--- config.mk ---
export PLATFORM = sky130hd
export DESIGN_NAME = sha256_compress
export DESIGN_NICKNAME = d
export VERILOG_FILES = /design/src/rtl/sha256_compress.sv
export SDC_FILE = /design/constraint.sdc
export NUM_CORES = 2
export LEC_CHECK = 0
export BUFFER_PORTS_ARGS = -buffer_cell sky130_fd_sc_hd__buf_2
export CAP_MARGIN = 10
export CORE_MARGIN = 5
export CORE_UTILIZATION = 35
export CTS_CLUSTER_SIZE = 16
export DETAILED_ROUTE_END_ITERATION = 16
export GPL_ROUTABILITY_DRIVEN = 0
export PLACE_DENSITY = 0.62
export SYNTH_ARGS = -nofsm -noshare
export SYNTH_HDL_FRONTEND = slang
export SYNTH_SLANG_ARGS = --single-unit
--- constraint.sdc ---
create_clock -name clk -period 19.63 [get_ports clk]
set_clock_uncertainty 0.15 [all_clocks]
set_input_delay 2.9445 -clock clk [delete_from_list [all_inputs] [get_ports clk]]
set_output_delay 2.9445 -clock clk [all_outputs]
set_load 0.01 [all_outputs]
--- src/rtl/sha256_compress.sv ---
// -----------------------------------------------------------------------------
// sha256_compress
//
// Compression stage of the SHA-256 core. Accepts the 64-word message schedule
// W_t (one word per transfer), runs the 64 compression rounds on the working
// variables a..h, folds the result into the chaining hash H0..H7 and presents
// the 256-bit digest with a one-cycle valid pulse.
//
// Ports:
//   clk          system clock, rising-edge active
//   rst_n        asynchronous active-low reset
//   start_in     begin a block (only honoured in IDLE)
//   i_first      with start_in: 1 = load standard IV, 0 = chain from current H
//   i_sha224     (only when SHA224_EN is defined) with start_in && i_first:
//                1 = load the SHA-224 IV instead of the SHA-256 IV
//   w_in         message schedule word W_t
//   w_valid_in   w_in valid this cycle
//   w_ready_out  high in ROUND; a word transfers on w_valid_in && w_ready_out
//   o_digest     {H0..H7}, H0 in [255:224]; SHA-224 digest is [255:32]
//   dout_valid   one-cycle pulse when o_digest is updated
//   o_busy       state != IDLE
//   o_FSM_state  current state (IDLE=00, ROUND=01, FINAL=10)
//   o_round      index of the next W word to consume
//
// Configuration macro: SHA224_EN (adds i_sha224 and the SHA-224 IV).
// DATA_WIDTH must be 32; the round arithmetic is fixed SHA-256 32-bit math.
// -----------------------------------------------------------------------------
module sha256_compress #(
  parameter int DATA_WIDTH = 32
) (
  input  logic                    clk,
  input  logic                    rst_n,
  input  logic                    start_in,
  input  logic                    i_first,
`ifdef SHA224_EN
  input  logic                    i_sha224,
`endif
  input  logic [DATA_WIDTH-1:0]   w_in,
  input  logic                    w_valid_in,
  output logic                    w_ready_out,
  output logic [8*DATA_WIDTH-1:0] o_digest,
  output logic                    dout_valid,
  output logic                    o_busy,
  output logic [1:0]              o_FSM_state,
  output logic [5:0]              o_round
);

  typedef enum logic [1:0] {
    IDLE  = 2'b00,
    ROUND = 2'b01,
    FINAL = 2'b10
  } state_t;

  localparam logic [31:0] K_ROM [64] = '{
    32'h428a2f98, 32'h71374491, 32'hb5c0fbcf, 32'he9b5dba5, 32'h3956c25b, 32'h59f111f1, 32'h923f82a4, 32'hab1c5ed5,
    32'hd807aa98, 32'h12835b01, 32'h243185be, 32'h550c7dc3, 32'h72be5d74, 32'h80deb1fe, 32'h9bdc06a7, 32'hc19bf174,
    32'he49b69c1, 32'hefbe4786, 32'h0fc19dc6, 32'h240ca1cc, 32'h2de92c6f, 32'h4a7484aa, 32'h5cb0a9dc, 32'h76f988da,
    32'h983e5152, 32'ha831c66d, 32'hb00327c8, 32'hbf597fc7, 32'hc6e00bf3, 32'hd5a79147, 32'h06ca6351, 32'h14292967,
    32'h27b70a85, 32'h2e1b2138, 32'h4d2c6dfc, 32'h53380d13, 32'h650a7354, 32'h766a0abb, 32'h81c2c92e, 32'h92722c85,
    32'ha2bfe8a1, 32'ha81a664b, 32'hc24b8b70, 32'hc76c51a3, 32'hd192e819, 32'hd6990624, 32'hf40e3585, 32'h106aa070,
    32'h19a4c116, 32'h1e376c08, 32'h2748774c, 32'h34b0bcb5, 32'h391c0cb3, 32'h4ed8aa4a, 32'h5b9cca4f, 32'h682e6ff3,
    32'h748f82ee, 32'h78a5636f, 32'h84c87814, 32'h8cc70208, 32'h90befffa, 32'ha4506ceb, 32'hbef9a3f7, 32'hc67178f2
  };

  localparam logic [31:0] IV_256 [8] = '{
    32'h6a09e667, 32'hbb67ae85, 32'h3c6ef372, 32'ha54ff53a,
    32'h510e527f, 32'h9b05688c, 32'h1f83d9ab, 32'h5be0cd19
  };

  localparam logic [31:0] IV_224 [8] = '{
    32'hc1059ed8, 32'h367cd507, 32'h3070dd17, 32'hf70e5939,
    32'hffc00b31, 32'h68581511, 32'h64f98fa7, 32'hbefa4fa4
  };

  function automatic logic [31:0] rotr(input logic [31:0] x, input int n);
    return (x >> n) | (x << (32 - n));
  endfunction

  function automatic logic [31:0] big_sigma0(input logic [31:0] x);
    return rotr(x, 2) ^ rotr(x, 13) ^ rotr(x, 22);
  endfunction

  function automatic logic [31:0] big_sigma1(input logic [31:0] x);
    return rotr(x, 6) ^ rotr(x, 11) ^ rotr(x, 25);
  endfunction

  function automatic logic [31:0] ch(input logic [31:0] e, input logic [31:0] f, input logic [31:0] g);
    return (e & f) ^ (~e & g);
  endfunction

  function automatic logic [31:0] maj(input logic [31:0] a, input logic [31:0] b, input logic [31:0] c);
    return (a & b) ^ (a & c) ^ (b & c);
  endfunction

  state_t      state_r;
  logic [5:0]  round_r;
  logic        ready_r;
  logic        busy_r;
  logic [31:0] wv_r   [8];   // working variables a..h at indices 0..7
  logic [31:0] hash_r [8];   // chaining hash H0..H7

  logic        use224_s;
  logic [31:0] iv_s   [8];
  logic [31:0] t1_s;
  logic [31:0] t2_s;
  logic [31:0] sum_s  [8];

`ifdef SHA224_EN
  assign use224_s = i_sha224;
`else
  assign use224_s = 1'b0;
`endif

  assign w_ready_out = ready_r;
  assign o_busy      = busy_r;
  assign o_FSM_state = state_r;
  assign o_round     = round_r;

  // Initial value selection for a fresh (i_first) block.
  always_comb begin
    for (int i = 0; i < 8; i++) begin
      if (use224_s) begin
        iv_s[i] = IV_224[i];
      end else begin
        iv_s[i] = IV_256[i];
      end
    end
  end

  // One compression round: T1/T2 from current a..h, K[round] and W_t.
  always_comb begin
    t1_s = wv_r[7] + big_sigma1(wv_r[4]) + ch(wv_r[4], wv_r[5], wv_r[6])
         + K_ROM[round_r] + w_in;
    t2_s = big_sigma0(wv_r[0]) + maj(wv_r[0], wv_r[1], wv_r[2]);
  end

  // Chaining-hash update values used in FINAL.
  always_comb begin
    for (int i = 0; i < 8; i++) begin
      sum_s[i] = hash_r[i] + wv_r[i];
    end
  end

  // Block-level FSM with all datapath registers and registered outputs.
  always_ff @(posedge clk or negedge rst_n) begin
    if (!rst_n) begin
      state_r    <= IDLE;
      round_r    <= 6'd0;
      ready_r    <= 1'b0;
      busy_r     <= 1'b0;
      dout_valid <= 1'b0;
      o_digest   <= '0;
      for (int i = 0; i < 8; i++) begin
        wv_r[i]   <= 32'd0;
        hash_r[i] <= 32'd0;
      end
    end else begin
      case (state_r)
        IDLE: begin
          dout_valid <= 1'b0;
          if (start_in) begin
            if (i_first) begin
              for (int i = 0; i < 8; i++) begin
                hash_r[i] <= iv_s[i];
                wv_r[i]   <= iv_s[i];
              end
            end else begin
              for (int i = 0; i < 8; i++) begin
                wv_r[i] <= hash_r[i];
              end
            end
            round_r <= 6'd0;
            ready_r <= 1'b1;
            busy_r  <= 1'b1;
            state_r <= ROUND;
          end
        end

        ROUND: begin
          dout_valid <= 1'b0;
          if (w_valid_in && ready_r) begin
            wv_r[7] <= wv_r[6];
            wv_r[6] <= wv_r[5];
            wv_r[5] <= wv_r[4];
            wv_r[4] <= wv_r[3] + t1_s;
            wv_r[3] <= wv_r[2];
            wv_r[2] <= wv_r[1];
            wv_r[1] <= wv_r[0];
            wv_r[0] <= t1_s + t2_s;
            // 6-bit counter wraps 63 -> 0 on the last word.
            round_r <= round_r + 6'd1;
            if (round_r == 6'd63) begin
              ready_r <= 1'b0;
              state_r <= FINAL;
            end
          end
        end

        FINAL: begin
          for (int i = 0; i < 8; i++) begin
            hash_r[i] <= sum_s[i];
          end
          o_digest   <= {sum_s[0], sum_s[1], sum_s[2], sum_s[3],
                         sum_s[4], sum_s[5], sum_s[6], sum_s[7]};
          dout_valid <= 1'b1;
          ready_r    <= 1'b0;
          busy_r     <= 1'b0;
          state_r    <= IDLE;
        end

        default: begin
          // Unused encoding: recover to IDLE without touching the hash.
          dout_valid <= 1'b0;
          ready_r    <= 1'b0;
          busy_r     <= 1'b0;
          round_r    <= 6'd0;
          state_r    <= IDLE;
        end
      endcase
    end
  end

endmodule

==> key figures <==
Route
  • Residual DRC: 0
  • ANT nets after route: 0
  • Metal3 WL: 20,600 microns
  • Per-cell routed wire length: 24.3 microns
  • Initial DRC Count: 6,008
  • Met2 wire length: 92,500 microns
  • WL final: 212,000 microns
  • 1st-pass router iterations: 9
  • Vias: 50,300
  • Via/cell ratio: 5.75
  • Wl on met1: 84,900 microns
  • Top Metal Used: met5

CTS
  • H-tree Lvls: 3
  • PostCTS Resize Cnt: 0
  • Max Buffers Root-to-Sink: 3
  • # Post-CTS Setup Buffers: 0
  • CTS sink cnt: 778
  • Worst skew pair latency: 720 ps
  • CTS tree: built
  • CTS clk-pin slew, worst paths: 60 ps
  • CTS Buf Count: 92
  • Root Driver: clkbuf_16
  • # hold bufs at CTS: 0

Logic synthesis
  • Synth async-reset ratio: 1.00
  • Most used DFF post-synth: dfrtp_1
  • Synthesized Nets: 7,076
  • Syn_area_per_cell: 8.42 sq um
  • Syn Inst Count: 6,538
  • Post-synth top area share: 0.354
  • Synth top cells by count: 1,005 x nand2_1, 778 x dfrtp_1, 699 x o21ai_0, 551 x a21oi_1, 407 x inv_1
  • Post-synth top area cell: dfrtp_1
  • Flops & latches, synth: 778
  • Sequential-to-total area share from yosys stat: 0.354
  • Top post-synthesis cells by area: dfrtp_1 35%, ha_1 8.4%, nand2_1 6.9%
  • Most numerous cell in the Yosys netlist: nand2_1
  • Synthesized cell area: 0.0550 sq mm
  • EDFF count, synth: 0
  • Synth unique cells: 89
  • YS warnings: 0

STA
  • Post-route clock period utilization: 0.530
  • Min Tclk post-route: 10,400 ps
  • Pin slew with the least headroom to its limit: 1160 ps
  • Max frequency: 96.2 MHz
  • Final Hold Fails: 0
  • Slew Limit Fails: 0
  • WHS: 318 ps
  • Setup total negative slack: 0 ps
  • Final Setup Violations: 0
  • Slew margin rel.: 0.224
  • Unrepaired setup endpoints after global routing: no

Floorplanning
  • Starting Density: 0.352
  • Core ar.: 0.156 sq mm
  • Die W: 407 microns
  • Rows: 145
  • Die H: 407 microns
  • Die ar.: 0.165 sq mm
  • Io pins: 304

Critical path
  • CP max FO: 26
  • Worst path required time: 20,120 ps
  • Highest-delay cell along the critical path: dfrtp_1
  • Max incr delay on CP: 970 ps
  • Crit path capture type: register
  • Most common cell on crit path: inv_1
  • Startpoint types: register
  • Critical path class: register to register
  • Worst EP arrival: 10,890 ps

Job
  • Max cap viols: 0

GRT
  • First-pass GRT wire length: 313,000 microns
  • Vias in the first global route: 47,700
  • GRT Total Usage: 0.250
  • Largest net degree at the start of global routing: 149
  • Initial antenna violation count: 1
  • Grt total ovfl: 0

Layout
  • Nets: 7,160
  • Area delta synth->final: 11.6%
  • Fillers: 15,700
  • Fraction of layout cells with a size suffix above 1: 0.0904

Hold path
  • Min-delay worst type: register to register

Placement
  • HPWL after detailed placement: 155,000 microns
  • Port Buffers: 303

Status
  • Status: completed
[worst max-delay path, delay by kind of cell (launching register included)]
family	cells	cell delay, ps
muxes	1	350
adders and majority gates	6	2880
and+or+nand+nor	6	960
buffers and inverters	5	910
AOI/OAI and AO/OA	15	3850
DFF	1	970
xor gates and xnor gates	1	250
[state kept, by name (all words and copies together) (netlist names)]
| signal | count |
|---|---|
| o_FSM_state | 2 |
| hash_r | 256 |
| dout_valid | 1 |
| o_round | 6 |
| o_busy | 1 |
| o_digest | 256 |
| wv_r | 256 |
[metal layers]
metal	up-vias	GRT usage
li1	22800	-
met1	24200	0.328
met2	2625	0.385
met3	626	0.0538
met4	2	0.135
met5	-	0
[layout make-up]
type                       instances  area [sq um]  share of cell area
multi-input combinational       4968         32700               0.532
sequential                       778         19500               0.317
tap                             2058          2570              0.0419
clock buffer                     121          2530              0.0412
timing repair buffer             371          2060              0.0335
inverter                         411          1550              0.0253
clock inverter                    41           542             0.00883
antenna                            1          2.50           0.0000408
[path summary, 6_finish.rpt]
path                               start       endpoint  slack (ps)  depth (start not counted)
min in group asynchronous          rst_n   o_digest[13]        2160                          1
hold / removal             o_digest[242]  o_digest[242]         320                          1
setup reg to reg              o_round[0]      wv_r[252]        9230                         34
max in group asynchronous          rst_n  o_digest[254]       14720                          3
setup / recovery              o_round[0]      wv_r[252]        9230                         34
hold reg to reg            o_digest[242]  o_digest[242]         320                          1
[logic make-up after synthesis]
group                    after synthesis  share of synthesized area
AND/OR/NAND/NOR                     1978                      0.160
flip-flops                           778                      0.354
adder cells (fa/ha/maj)              504                      0.133
buffers and inverters                792                     0.0541
AO/OA/AOI/OAI                       2008                      0.220
multiplexers                          51                     0.0114
XOR/XNOR                             427                     0.0682
[stage by stage]
stage / instances / util / worst slack (ps) / instance area, sq um
finish: 8749 / 0.393 / 9230 / 61400
global route: 8748 / 0.393 / 8710 / 61400
CTS: 8748 / 0.393 / 9680 / 61400
detailed placement: 8586 / 0.373 / 8970 / 58300
global placement: 8585 / 0.373 / 9060 / 58300
floorplan: 6538 / - / 9900 / 55000
[layout by cell type, fill, tap and decap left out, types with 13 or more instances in the layout]
cell,instances
fa_1,133
a22oi_1,14
o21a_1,68
ha_1,368
dfrtp_1,774
clkbuf_1,17
buf_4,67
o21bai_1,36
or3_1,131
xnor2_1,242
nand4_1,26
clkinv_2,13
o22ai_1,18
nor3b_1,13
nand2b_1,38
o211ai_1,54
a221oi_1,24
a31oi_1,60
nor3_1,96
nand2_1,1005
a21boi_0,14
nand3_1,80
nand3b_1,13
xor2_1,184
o31ai_1,29
mux2i_1,13
o311ai_0,14
a21oi_1,550
a21o_1,228
buf_2,301
nor2_1,366
mux2_2,32
inv_1,407
clkbuf_16,92
o21ai_0,699
nor2b_1,47
and2_1,14
a211oi_1,67
a211o_1,16
and3_1,107
Power is not shown: default switching activity piles up to over one toggle a cycle in this logic, so the estimate is an artifact.
